<file path="config.mk">
export PLATFORM = sky130hd
export DESIGN_NAME = saturn_uart_tx
export DESIGN_NICKNAME = d
export VERILOG_FILES = /design/src/rtl/saturn_uart_tx.sv
export SDC_FILE = /design/constraint.sdc
export NUM_CORES = 1
export LEC_CHECK = 0
export ABC_AREA = 1
export CORE_MARGIN = 3
export CORE_UTILIZATION = 45
export CTS_CLUSTER_DIAMETER = 50
export DETAILED_ROUTE_END_ITERATION = 10
export MAX_ROUTING_LAYER = met4
export PLACE_DENSITY = 0.72
export SETUP_SLACK_MARGIN = 0.05
export SLEW_MARGIN = 20
export SYNTH_ARGS = -nofsm -noshare
export SYNTH_HDL_FRONTEND = slang
export SYNTH_SLANG_ARGS = --single-unit
</file>
<file path="constraint.sdc">
create_clock -name i_clk -period 4.5 [get_ports i_clk]
set_clock_uncertainty 0.05 [all_clocks]
set_input_delay 0.9 -clock i_clk [delete_from_list [all_inputs] [get_ports i_clk]]
set_output_delay 0.9 -clock i_clk [all_outputs]
set_load 0.02 [all_outputs]
</file>
<file path="src/rtl/saturn_uart_tx.sv">
// rtl/saturn_uart_tx.sv - FIFO-buffered 8N1 serial transmitter for the saturn_bus character stream
module saturn_uart_tx #(
    parameter int CLKS_PER_BIT = 217,
    parameter int FIFO_LOG2    = 4
) (
    input  logic       i_clk,
    input  logic       i_reset,
    input  logic [7:0] i_char,
    input  logic       i_char_valid,
    output logic       o_ready,
    output logic       o_tx,
    output logic       o_busy,
    output logic       o_overflow
);

    localparam int BAUD_W = (CLKS_PER_BIT > 2) ? $clog2(CLKS_PER_BIT) : 1;
    localparam logic [BAUD_W-1:0]  BAUD_RELOAD = BAUD_W'(CLKS_PER_BIT - 1);
    localparam logic [FIFO_LOG2:0] FULL_COUNT  = {1'b1, {FIFO_LOG2{1'b0}}};

    typedef enum logic [1:0] {
        S_IDLE,
        S_START,
        S_DATA,
        S_STOP
    } state_t;

    logic [7:0]           mem [1 << FIFO_LOG2];
    logic [FIFO_LOG2-1:0] wr_ptr;
    logic [FIFO_LOG2-1:0] rd_ptr;
    logic [FIFO_LOG2:0]   count;
    logic                 fifo_empty;
    logic                 fifo_full;
    logic                 wr_en;
    logic                 pop;

    state_t               state;
    state_t               state_next;
    logic [BAUD_W-1:0]    baud_cnt;
    logic [BAUD_W-1:0]    baud_next;
    logic [2:0]           bit_idx;
    logic [2:0]           bit_next;
    logic [7:0]           shift_reg;
    logic [7:0]           shift_next;
    logic                 baud_done;
    logic                 tx_next;
    logic                 tx_reg;
    logic                 overflow_reg;

    assign fifo_empty = (count == '0);
    assign fifo_full  = (count == FULL_COUNT);
    assign wr_en      = i_char_valid && !fifo_full;
    assign baud_done  = (baud_cnt == '0);

    // Character storage; contents need no reset since count gates every read.
    always_ff @(posedge i_clk) begin
        if (wr_en) begin
            mem[wr_ptr] <= i_char;
        end
    end

    always_ff @(posedge i_clk) begin
        if (i_reset) begin
            wr_ptr       <= '0;
            rd_ptr       <= '0;
            count        <= '0;
            overflow_reg <= 1'b0;
        end else begin
            if (wr_en) begin
                wr_ptr <= wr_ptr + FIFO_LOG2'(1);
            end
            if (pop) begin
                rd_ptr <= rd_ptr + FIFO_LOG2'(1);
            end
            case ({wr_en, pop})
                2'b10:   count <= count + (FIFO_LOG2+1)'(1);
                2'b01:   count <= count - (FIFO_LOG2+1)'(1);
                default: count <= count;
            endcase
            // Full is judged on the registered count, so a same-edge pop cannot rescue the write.
            if (i_char_valid && fifo_full) begin
                overflow_reg <= 1'b1;
            end
        end
    end

    always_ff @(posedge i_clk) begin
        if (i_reset) begin
            state <= S_IDLE;
        end else begin
            state <= state_next;
        end
    end

    always_comb begin
        state_next = state;
        case (state)
            S_IDLE: begin
                if (!fifo_empty) begin
                    state_next = S_START;
                end
            end
            S_START: begin
                if (baud_done) begin
                    state_next = S_DATA;
                end
            end
            S_DATA: begin
                if (baud_done && (bit_idx == 3'd7)) begin
                    state_next = S_STOP;
                end
            end
            S_STOP: begin
                if (baud_done) begin
                    state_next = fifo_empty ? S_IDLE : S_START;
                end
            end
            default: state_next = S_IDLE;
        endcase
    end

    always_comb begin
        pop        = 1'b0;
        baud_next  = baud_cnt;
        bit_next   = bit_idx;
        shift_next = shift_reg;
        case (state)
            S_IDLE:  pop = !fifo_empty;
            S_STOP:  pop = baud_done && !fifo_empty;
            default: pop = 1'b0;
        endcase

        if (pop) begin
            shift_next = mem[rd_ptr];
            baud_next  = BAUD_RELOAD;
        end else if (state != S_IDLE) begin
            if (baud_done) begin
                baud_next = BAUD_RELOAD;
                if (state == S_START) begin
                    bit_next = 3'd0;
                end else if (state == S_DATA) begin
                    shift_next = {1'b0, shift_reg[7:1]};
                    bit_next   = bit_idx + 3'd1;
                end
            end else begin
                baud_next = baud_cnt - BAUD_W'(1);
            end
        end

        // Line level is computed from the next state so the registered output needs no decode.
        case (state_next)
            S_START: tx_next = 1'b0;
            S_DATA:  tx_next = shift_next[0];
            default: tx_next = 1'b1;
        endcase
    end

    always_ff @(posedge i_clk) begin
        if (i_reset) begin
            baud_cnt  <= '0;
            bit_idx   <= '0;
            shift_reg <= '0;
            tx_reg    <= 1'b1;
        end else begin
            baud_cnt  <= baud_next;
            bit_idx   <= bit_next;
            shift_reg <= shift_next;
            tx_reg    <= tx_next;
        end
    end

    assign o_tx       = tx_reg;
    assign o_ready    = !fifo_full;
    assign o_busy     = (state != S_IDLE) || !fifo_empty;
    assign o_overflow = overflow_reg;

endmodule

</file>
; After elaboration in Yosys (flattened, before gate mapping)
; Memory sizes are Yosys's and may differ from the RTL's. A register that Yosys moved wholly into a read port is not among the register bits.
; Index checks and enable logic that the tools add are counted.
[totals]
ff_bits = 36
output_inout_bits = 4
mem_count = 1
in_bits = 11
word_cells = 71
ram_bits = 128
[memory_table]
columns = name, depth, word_bits, rd, rd_ports_with_merged_regs, wr, line_no
row1 = mem, 16, 8, 1, 1, 1, 27  ; logic [7:0] mem [1 << FIFO_LOG2];
[classes]
n_addsub = 6
n_eq_ne = 10
n_mux = 23
bitwise = 1
reduce_logical = 19
[ops]
columns = cell, n
row1 = 8-bit 2-to-1 mux, 8
row2 = 2-bit nonzero test, 6
row3 = 5-bit case mux with 2 select lines, 1
row4 = "4-bit by 1-bit adder with 4-bit output, second input constant", 2
row5 = "2-bit equality test, second input constant", 4
row6 = 8-bit logical NOT, 1
row7 = 2-bit 2-to-1 mux, 4
row8 = 4-bit 2-to-1 mux, 2
row9 = 2-bit case mux with 4 select lines, 1
row10 = 4-bit AND reduction, 2
row11 = "8-bit by 1-bit subtractor with 8-bit output, second input constant", 1
row12 = "2-bit by 1-bit equality test with 1-bit output, second input constant", 3
row13 = 3-bit 2-to-1 mux, 2
row14 = "5-bit by 1-bit adder with 5-bit output, second input constant", 1
row15 = "5-bit equality test, second input constant", 1
row16 = 5-bit logical NOT, 1
row17 = "5-bit by 1-bit subtractor with 5-bit output, second input constant", 1
row18 = 1-bit logical AND, 4
row19 = 1-bit case mux with 2 select lines, 2
row20 = "3-bit by 1-bit adder with 3-bit output, second input constant", 1
row21 = "3-bit equality test, second input constant", 1
row22 = 1-bit 2-to-1 mux, 3
row23 = 1-bit logical NOT, 2
row24 = 2-bit logical NOT, 1
row25 = 4 further kinds, 4

; Depth between registers and ports, before layout
[logic_depth]
word_depth = 7
mapped_depth = 19
depth_no_buf = 17

; Worst setup path after synthesis
; No wires, ideal clock.
[synth_timing]
path_kind = register to register
startpoint = register state[0]
endpoint = register count[4]
synth_period_minus_slack_ps = 2596
path_buffers = 2
setup_ps = 109
slack_ps = 1904
path_stages_with_launch = 18
arrival_time_ps = 2437
required_time_ps = 4341
cell_sequence = dfxtp_1 inv_1 ha_1 inv_1 nand2_2 a21oi_4 buf_2 ha_1 clkbuf_1 xor2_1 ha_1 inv_1 nand2_1 nand2_1 nand3_1 nand3_1 nand2_1 inv_1
[synth_between]
elab_chain_cells = 4
elab_cells_between_ends = 7
classes_between = eq/ne: 3 / mux: 2 / reduce/logical: 2
[synth_rtl]
columns = element, line_no
row1 = from (decl), 36  ; state_t state;
row2 = from (signal assigned), 90  ; state <= state_next;
row3 = 2-bit equality test / 2-bit logical NOT (equally long branches), 126  ; case (state)
row4 = 1-bit case mux with 2 select lines (*), 126
row5 = via pop, 34  ; logic pop;
row6 = 2-bit by 1-bit equality test with 1-bit output / 2-bit equality test (equally long branches), 74  ; case ({wr_en, pop})
row7 = 5-bit case mux with 2 select lines / 2-bit nonzero test (equally long branches), -
row8 = to (signal assigned), 75  ; 2'b10: count <= count + (FIFO_LOG2+1)'(1);
row9 = to (signal assigned), 76  ; 2'b01: count <= count - (FIFO_LOG2+1)'(1);
row10 = to (signal assigned), 77  ; default: count <= count;
row11 = to (decl), 30  ; logic [FIFO_LOG2:0] count;
; The timed path passes the listed nets; every way through them passes the cells marked *.
; A chain may end at the register's enable or synchronous reset.

; Final worst setup path
[layout_timing]
startpoint = register state[0]
endpoint = output port o_busy
[layout_between]
elab_chain_cells = 2
[layout_rtl]
columns = element, line_no
row1 = 2-bit nonzero test, 173  ; assign o_busy = (state != S_IDLE) || !fifo_empty;
row2 = 1-bit logical OR, 173
row3 = to (decl), 12  ; output logic o_busy,
; Every way passes these cells.

==> summary.txt <==
Yosys
  • Synth Flop Type: edfxtp_1
  • Post-synthesis simple-gate area fraction: 14.8%
  • Cells after Synth: 682
  • Post-synth top area share: 53.0%
  • Flop and latch count out of synthesis: 168
  • Syn_nets: 709
  • Adder-Cell Fraction of Synth Area: 2.76%
  • XOR/XNOR Fraction of Synth Area: 0.845%
  • Largest family of logic cells by synthesized area: simple AND/OR/NAND/NOR gates
  • EDFF count, synth: 128
  • Syn Std Cell Area: 7260 sq um
  • Synth Warn #: 0
  • Post-synth cell types: 39
  • Synth Area in Compound Gates: 13.0%
  • Post-synth top area cell: edfxtp_1
  • Most frequent cell after synthesis: edfxtp_1
  • Asr flop ratio synth: 0%
  • Sequential area share after synthesis: 64.0%
  • Mux contribution to synthesized area: 0%
  • Average size of a mapped cell: 10.6 sq um
  • Most instantiated cells after synthesis: edfxtp_1, nor2_1, o21ai_0
  • Synth area leaders: edfxtp_1, dfxtp_1, nor2_1, o21ai_0, nand2_1

Routing
  • Vias per Instance: 5.57
  • Drt wl/cell: 18.2 microns
  • Detail Route Antenna Nets: 0
  • Iter 0 DRT Violations: 461
  • TritonRoute pass-1 iters: 5
  • Via count: 5,070
  • DR DRC count: 0
  • WL final: 16,600 microns

Global routing
  • Vias in the first global route: 4,913
  • Total gr overflow: 0
  • Initial antenna violation count: 0
  • Tot GR Track Use: 19.5%
  • Pin count of the biggest net entering global routing: 65
  • First-pass GRT wire length: 25,700 microns

Power and ir drop
  • Comb pwr share: 32.5%
  • VDD IR-drop max: 0.396 mV
  • Clock power share: 29.0%
  • Sequential Power Share: 38.5%
  • Pint: 3.15 mW
  • Psw: 1.83 mW
  • Pwr/cell area: 613 nW/um^2
  • Leak Pwr: 2.90 nW
  • Switch share: 36.8%

Critical path
  • Worst reg-to-reg path cell count: 15
  • Crit path cell chain: inv_1 > ha_1 > nand2_1 > clkdlybuf4s50_1
  • Crit path kind: flop to output port
  • Worst EP required: 3550 ps
  • Crit Path Max Fanout: 6
  • CP max-delay cell: clkdlybuf4s50_1
  • Critical path data arrival time: 1950 ps
  • Worst Setup End Kind: output port
  • Critical Path Start Type: flop
  • CP peak stage delay: 600 ps

Floorplanning
  • Boundary Pins: 15
  • Die area: 17,700 sq um
  • Core Region: 15,500 sq um
  • Die width: 133 microns
  • Initial Utilization: 46.9%
  • Rows: 45
  • Die Y: 133 microns

Cells and area
  • Area grow syn2layout: 11.9%
  • Final core utilization: 52.5%
  • NumNets Final: 714
  • Share of layout cells above drive strength 1: 9.71%
  • Finished Cell Area: 8120 sq um
  • N_diodes: 0
  • Largest register FFs: 128
  • Fillers: 1,279

Timing
  • Minimum clock period: 2900 ps
  • Post-route setup TNS: 0 ps
  • Final-report setup violation count: 0
  • Max Fclk: 345 MHz
  • Relative slew slack: 32.7%
  • RSZ-0062 raised after global routing: no
  • Period utilization: 64.4%
  • Worst Tran Pin Value: 1010 ps
  • Slew Limit Fails: 0
  • Final worst-path setup slack: 1600 ps
  • Final hold violations: 0

Clocking
  • Clock root buffer: clkbuf_16
  • Clk buf depth: 2
  • Cts bufs inserted: 17
  • Hold_buf cts: 0
  • Clock Sinks: 168
  • TritonCTS clock tree: done
  • Clk_lat worst skew: 430 ps
  • H-tree depth: 4
  • Cts repair resizes: 0
  • Post-CTS Setup Repair Bufs: 0
  • Clock Pin Slew Worst Setup and Hold Paths: 70 ps

Outcome
  • Run status: finished, final reports clean

Place
  • Dpl hpwl: 10,600 microns
  • Placed Instance Area: 7530 sq um
  • I/O Buffers: 14
  • GPL Wtd Cong: 0.890
  • Setup slack after placement: 1580 ps

Min path
  • Worst Hold Class: flop to flop
  • Worst Hold Depth: 2

Job
  • Number of max-cap violations: 0
-- metrics by stage --
stage | cells | hold WS (ps) | power (mW)
after global placement | 879 | 389 | 3.49
final | 911 | 418 | 4.98
after CTS | 911 | 420 | 4.99
after global routing | 911 | 454 | 5.26
after detailed placement | 879 | 405 | 3.54
after floorplan | 682 | 389 | 3.14
-- layout by cell type (no fill, tap or decap), types with 6 or more instances in the layout --
cell type          n
inv_2              7
nor3_1             6
inv_1             40
edfxtp_1         128
dfxtp_1           39
clkdlybuf4s50_1   14
ha_1              16
nand3_1           34
o21ai_0           79
nor2_1           120
clkbuf_16         17
o211ai_1          22
a21oi_1           29
nand2_1           71
-- cell type report --
class | instances | area [sq um] | area share (%)
Inverter | 50 | 189 | 2.33
Multi-Input combinational cell | 434 | 2280 | 28.1
Timing Repair Buffer | 16 | 155 | 1.91
Sequential cell | 168 | 4650 | 57.2
Clock buffer | 19 | 443 | 5.45
Tap cell | 211 | 264 | 3.25
Clock inverter | 13 | 145 | 1.79
-- power groups by stage --
stage / Sequential (mW) / Clock, mW / Combinational, mW
floorplan: 1.91 / 0 / 1.23
global route: 1.93 / 1.51 / 1.81
CTS: 1.92 / 1.46 / 1.61
global placement: 1.94 / 0 / 1.55
finish: 1.92 / 1.44 / 1.62
detailed placement: 1.95 / 0 / 1.60
-- kinds of logic after synthesis --
| group | Yosys count |
|---|---|
| fa+ha+maj | 16 |
| simple gates | 251 |
| flops | 168 |
| compound gates | 160 |
| buf+inv | 80 |
| xor+xnor | 7 |
-- per-layer routing --
layer  vias to the layer above  wire length, microns  GRT usage, %  share of wire [%]
li1                       2396                     -             -                  -
met1                      2452                  7220          25.5                 44
met2                       184                  7890          29.3                 48
met3                        38                  1020          4.37                6.1
met4                         0                   450          8.66                2.7
met5                         -                     0             -                  0
-- critical path: cells and delay by family (launching register included) --
kind | cells | cell delay, ps
flip-flops | 1 | 390
buffers and inverters | 2 | 710
adder cells (fa/ha/maj) | 1 | 300
AND/OR/NAND/NOR | 1 | 100
-- path summary, 6_finish.rpt --
kind / from / to / slack (ps)
min: shift_reg[7] / shift_reg[7] / 420
min reg2reg: shift_reg[7] / shift_reg[7] / 420
max reg2reg: state[0] / count[4] / 1650
max: state[0] / o_busy / 1600
Note: power is estimated with default switching activity, not from simulation.
